--- src/rtl/subtrator_serial.sv ---
// -----------------------------------------------------------------------------
// subtrator_serial
//   Bit-serial N-bit unsigned subtractor, diff = a - b (mod 2^N), LSB first,
//   one bit per clock. The per-bit cell is a full subtractor built from two
//   cascaded half-subtractor stages. A borrow flip-flop carries the borrow
//   between bits.
//
//   Sequence per operation: IDLE -> SHIFT (N cycles) -> DONE (1 cycle) -> IDLE.
//   When start is held high, operations run back to back, one every N+2 cycles.
//
// Ports
//   clk     in   1  rising-edge clock
//   rst     in   1  asynchronous, active-high reset
//   start   in   1  request, sampled only in IDLE
//   a       in   N  minuend, captured on the accepted start edge
//   b       in   N  subtrahend, captured on the accepted start edge
//   busy    out  1  high in SHIFT and DONE
//   done    out  1  one-cycle pulse while diff/borrow are valid
//   diff    out  N  a - b mod 2^N; holds until the next accepted start
//   borrow  out  1  borrow out of the MSB (a < b); holds until next result
// -----------------------------------------------------------------------------
module subtrator_serial #(
  parameter int N = 8  // legal range 2..64
) (
  input  logic         clk,
  input  logic         rst,
  input  logic         start,
  input  logic [N-1:0] a,
  input  logic [N-1:0] b,
  output logic         busy,
  output logic         done,
  output logic [N-1:0] diff,
  output logic         borrow
);

  typedef enum logic [1:0] {
    IDLE  = 2'd0,
    SHIFT = 2'd1,
    DONE  = 2'd2
  } state_t;

  localparam logic [6:0] LAST_CNT = 7'(N - 1);

  state_t       state, state_nxt;
  logic [N-1:0] sa, sb;   // operand shift registers, consumed from bit 0
  logic         bff;      // borrow carried between bit positions
  logic [6:0]   cnt;      // bit index currently being processed

  // Full-subtractor cell built from two half-subtractor stages.
  logic x, y, bin;
  logic d1, b1;           // stage 1: x - y
  logic d, b2;            // stage 2: d1 - bin
  logic bout;

  assign x    = sa[0];
  assign y    = sb[0];
  assign bin  = bff;
  assign d1   = x ^ y;
  assign b1   = ~x & y;
  assign d    = d1 ^ bin;
  assign b2   = ~d1 & bin;
  assign bout = b1 | b2;

  wire last_bit = (cnt == LAST_CNT);

  // ---------------------------------------------------------------------------
  // State register
  // ---------------------------------------------------------------------------
  // NOTE: state elements use non-blocking assignments so every register
  // samples the pre-edge values, independent of block ordering.
  always_ff @(posedge clk or posedge rst) begin
    if (rst) state <= IDLE;
    else     state <= state_nxt;
  end

  // ---------------------------------------------------------------------------
  // Next-state logic
  // ---------------------------------------------------------------------------
  // NOTE: the default assignment at the top keeps every path driven, so no
  // latch is inferred when a case branch leaves the state unchanged.
  always_comb begin
    state_nxt = state;
    case (state)
      IDLE:    if (start) state_nxt = SHIFT;
      SHIFT:   if (last_bit) state_nxt = DONE;
      DONE:    state_nxt = IDLE;
      default: state_nxt = IDLE;
    endcase
  end

  // Outputs are decoded from state only, so there is no combinational path
  // from any input.
  assign busy = (state != IDLE);
  assign done = (state == DONE);

  // ---------------------------------------------------------------------------
  // Datapath
  // ---------------------------------------------------------------------------
  always_ff @(posedge clk or posedge rst) begin
    if (rst) begin
      sa     <= '0;
      sb     <= '0;
      bff    <= 1'b0;
      cnt    <= '0;
      diff   <= '0;
      borrow <= 1'b0;
    end else begin
      case (state)
        IDLE: begin
          if (start) begin
            sa   <= a;
            sb   <= b;
            bff  <= 1'b0;
            cnt  <= '0;
            diff <= '0;
          end
        end
        SHIFT: begin
          bff  <= bout;
          // Result bits enter at the MSB. After N shifts, the first (LSB)
          // result bit has arrived at bit 0.
          diff <= {d, diff[N-1:1]};
          sa   <= sa >> 1;
          sb   <= sb >> 1;
          if (last_bit) begin
            cnt    <= '0;
            borrow <= bout;
          end else begin
            cnt <= cnt + 7'd1;
          end
        end
        default: ;
      endcase
    end
  end

endmodule

--- config.mk ---
export PLATFORM = sky130hd
export DESIGN_NAME = subtrator_serial
export DESIGN_NICKNAME = d
export VERILOG_FILES = /design/src/rtl/subtrator_serial.sv
export SDC_FILE = /design/constraint.sdc
export NUM_CORES = 1
export LEC_CHECK = 0
export CAP_MARGIN = 20
export CELL_PAD_IN_SITES_DETAIL_PLACEMENT = 2
export CELL_PAD_IN_SITES_GLOBAL_PLACEMENT = 2
export CORE_UTILIZATION = 31
export CTS_BUF_LIST = sky130_fd_sc_hd__clkbuf_8
export CTS_CLUSTER_DIAMETER = 200
export CTS_CLUSTER_SIZE = 10
export DETAILED_ROUTE_END_ITERATION = 10
export PLACE_DENSITY_LB_ADDON = 0.1
export SLEW_MARGIN = 10
export SYNTH_ARGS = -nofsm -noshare
export SYNTH_HDL_FRONTEND = slang
export SYNTH_SLANG_ARGS = --single-unit
--- constraint.sdc ---
create_clock -name clk -period 1.2 [get_ports clk]
set_input_delay 0.12 -clock clk [delete_from_list [all_inputs] [get_ports clk]]
set_output_delay 0.12 -clock clk [all_outputs]
set_load 0.02 [all_outputs]
==> run_results.csv <==
group,metric,value,unit
logic_synthesis,synth_most_common_cell,"dfrtp_1",
status,violations,"negative setup slack",
place,hpwl,3.46,mm
clock_tree,cts_tree,"built",
pwr,pwr-share-clk,13.8,%
global_route,grt_max_degree,36,
finish,postLayoutCoreUtil,54.0,%
finish,area_delta_synth_final,63.7,%
die,rows,25,
global_route,grt.total_usage,23.4,%
setup_path,crit_arrival,1.61,ns
logic_synthesis,synth_top_area_share,55.1,%
logic_synthesis,synth_area_leaders,"dfrtp_1 (55%), o21ai_0 (6.0%), a22o_1 (5.5%), nand2_1 (5.0%), a22oi_1 (3.3%)",
global_route,grt_antenna_before_repair,0,
pwr,vdd_ir_drop_max,0.00126,V
sta,finalHoldViolations,0,
finish,fin_nets,238,
clock_tree,clkSinkCount,35,
setup_path,r2r_slack,-0.20,ns
sta,fin_tns_setup,-4.76,ns
logic_synthesis,synth_common_cells,"dfrtp_1 (35), nand2_1 (21), o21ai_0 (19)",
drt,wirelength,6.75,mm
logic_synthesis,ys_seq_area_share,55.1,%
logic_synthesis,ys_types,33,
sta,timing.fmax,717,MHz
drt,via_per_inst,5.12,
sta,tightest_slew,0.358,ns
drt,drc,0,
die,io_pins,30,
sta,maxSlewViolCount,0,
global_route,use_met2,43.4,%
global_route,grt-ovfl-total,0,
drt,vias,1458,
global_route,grt_pass1_vias,1696,
drt,drtPass1Iterations,4,
drt,drt_iter0_drc,37,
sta,worst_hold_slack,0.173,ns
logic_synthesis,synth_ff_type,"dfrtp_1",
clock_tree,cts_buffers,5,
sta,finalSetupViolations,37,
logic_synthesis,synth_top_area_cell,"dfrtp_1",
logic_synthesis,yosysWarnings,0,
place,gp_congestion,0.754,
logic_synthesis,syn_avg_cell_area,10.7,um2
clock_tree,clkTransAtPathRegs,0.09,ns
clock_tree,cts_max_level,2,
pwr,power,7.91,mW
finish,diodes,0,
setup_path,worst_setup_path_end_kind,"register",
pwr,p_leak,1.21,nW
run,max-cap-violations,0,
pwr,combPwrFrac,58.3,%
pwr,p_sw,3.29,mW
hold_path,hold_class,"input pin to asynchronous set/reset pin",
drt,antenna_left,0,
logic_synthesis,synth_edf_count,0,
sta,slew_headroom,76.1,%
global_route,grt_first_pass_wirelength,9.10,mm
die,start_util,33.0,%
finish,drive_above_1_share,42.2,%
global_route,met1_usage,26.9,%
logic_synthesis,synth_seq_cells,35,
pwr,intPower,4.63,mW
sta,setup_ws,-0.195,ns
status,outcome,"finished with violations",
pwr,seqPwrFrac,27.8,%
logic_synthesis,synth_cells,148,
global_route,busiest_layer,"met2",
clock_tree,clk_latency,0.30,ns
global_route,grt_use_met3,4.12,%
logic_synthesis,syn_nets,169,
logic_synthesis,synthArstFlopShare,100,%
logic_synthesis,syn_area,0.00159,mm2
die,die_h,73.6,um
setup_path,crit_fanout,8,
pwr,power_density,3040,mW/mm2
place,io_buffers,29,
die,core-area,0.00482,mm2
sta,fin_worst_skew,0.0140,ns
sta,rsz0062_at_grt,"yes",
die,die_area,0.00542,mm2
setup_path,cp-start-kind,"register",
pwr,swShare,41.5,%
drt,route.detailed.wl_per_inst,23.7,um
die,die_w,73.6,um
setup_path,cp.required,1.41,ns
clock_tree,cts_root_buffer,"clkbuf_8",
sta,final.period_utilization,116,%
place,post-place-ws,-0.216,ns
sta,min_period,1.40,ns
clock_tree,clk_path_buf_depth,2,
setup_path,crit_type,"register to register",
-- state kept, by name, summed over array words and instances, names as in the netlist --
register,flops
cnt,7
sa,8
sb,8
diff,8
bff,1
borrow,1
state,2
-- routing by layer --
layer	share of wire [%]	wire [um]
met1	41	2770
met2	55	3740
met5	0	0
met4	1.2	79
met3	2.3	154
-- power by group through the flow --
stage / Clock [mW] / Sequential, mW / Combinational (mW)
finish: 1.09 / 2.20 / 4.62
global route: 1.16 / 2.25 / 4.90
CTS: 1.11 / 2.11 / 4.02
detailed placement: 0 / 2.12 / 3.16
global placement: 0 / 2.07 / 2.97
floorplan: 0 / 2.13 / 1.31
-- final cells by class --
| type | count | area, um2 |
|---|---|---|
| well taps | 67 | 83.8 |
| multi-input cells | 97 | 810 |
| clock inverters | 3 | 43.8 |
| inverters | 6 | 22.5 |
| fillers | 493 | 2210 |
| flip-flops and latches | 35 | 880 |
| repair buffers | 72 | 694 |
| clock buffers | 5 | 68.8 |
-- logic make-up (layout without fill, tap and decap cells) --
kind of cell               Yosys count  in the layout  share of synthesized area [%]
AOI/OAI and AO/OA                   51             51                           21.5
and+or+nand+nor                     39             39                           13.2
DFF                                 35             35                           55.1
buffers and inverters               16             86                           5.03
muxes                                5              5                           3.15
adders and majority gates            2              2                           2.05
-- stage by stage --
stage / instance area [um2] / std cells
final: 2600 / 285
after global routing: 2600 / 285
after CTS: 2480 / 281
after detailed placement: 2130 / 261
after global placement: 2130 / 261
after floorplan: 1600 / 148
-- cells in the final DEF, fill, tap and decap left out, drive strengths merged, types with 3 or more instances in the layout --
cell type and n:
nor2b 3, o21ai 19, clkdlybuf4s50 18, nand2 21
inv 6, dlygate4sd2 9, buf 45, mux2i 5
a21oi 5, a22o 10, clkbuf 5, dfrtp 35
a22oi 7
-- final timing paths --
kind                       endpoint      from  cells after the start
min reg2reg                   sa[1]     sa[1]                      2
min in group clk              sa[7]      a[7]                      2
min                           sb[0]       rst                      3
max                           sb[6]  state[0]                      5
max in group asynchronous  state[1]       rst                      3
max reg2reg                   sb[6]  state[0]                      5
-- what timing repair did --
| item | 4_1_cts | 5_1_grt |
|---|---|---|
| gates cloned | 2 | 0 |
| hold buffers | 0 | 0 |
| gates resized for setup | 69 | 28 |
| setup buffers | 10 | 5 |
| endpoints found under the setup margin | 46 | 37 |
| pin swaps | 24 | 6 |
-- worst max-delay path, stage by stage, from the launching register on --
cell and delay [ns]:
dfrtp_2 0.45, buf_6 0.14, o21bai_4 0.32, buf_6 0.19
nand2_1 0.09, o21ai_1 0.11
No activity file was read; power rests on OpenSTA's default activity.
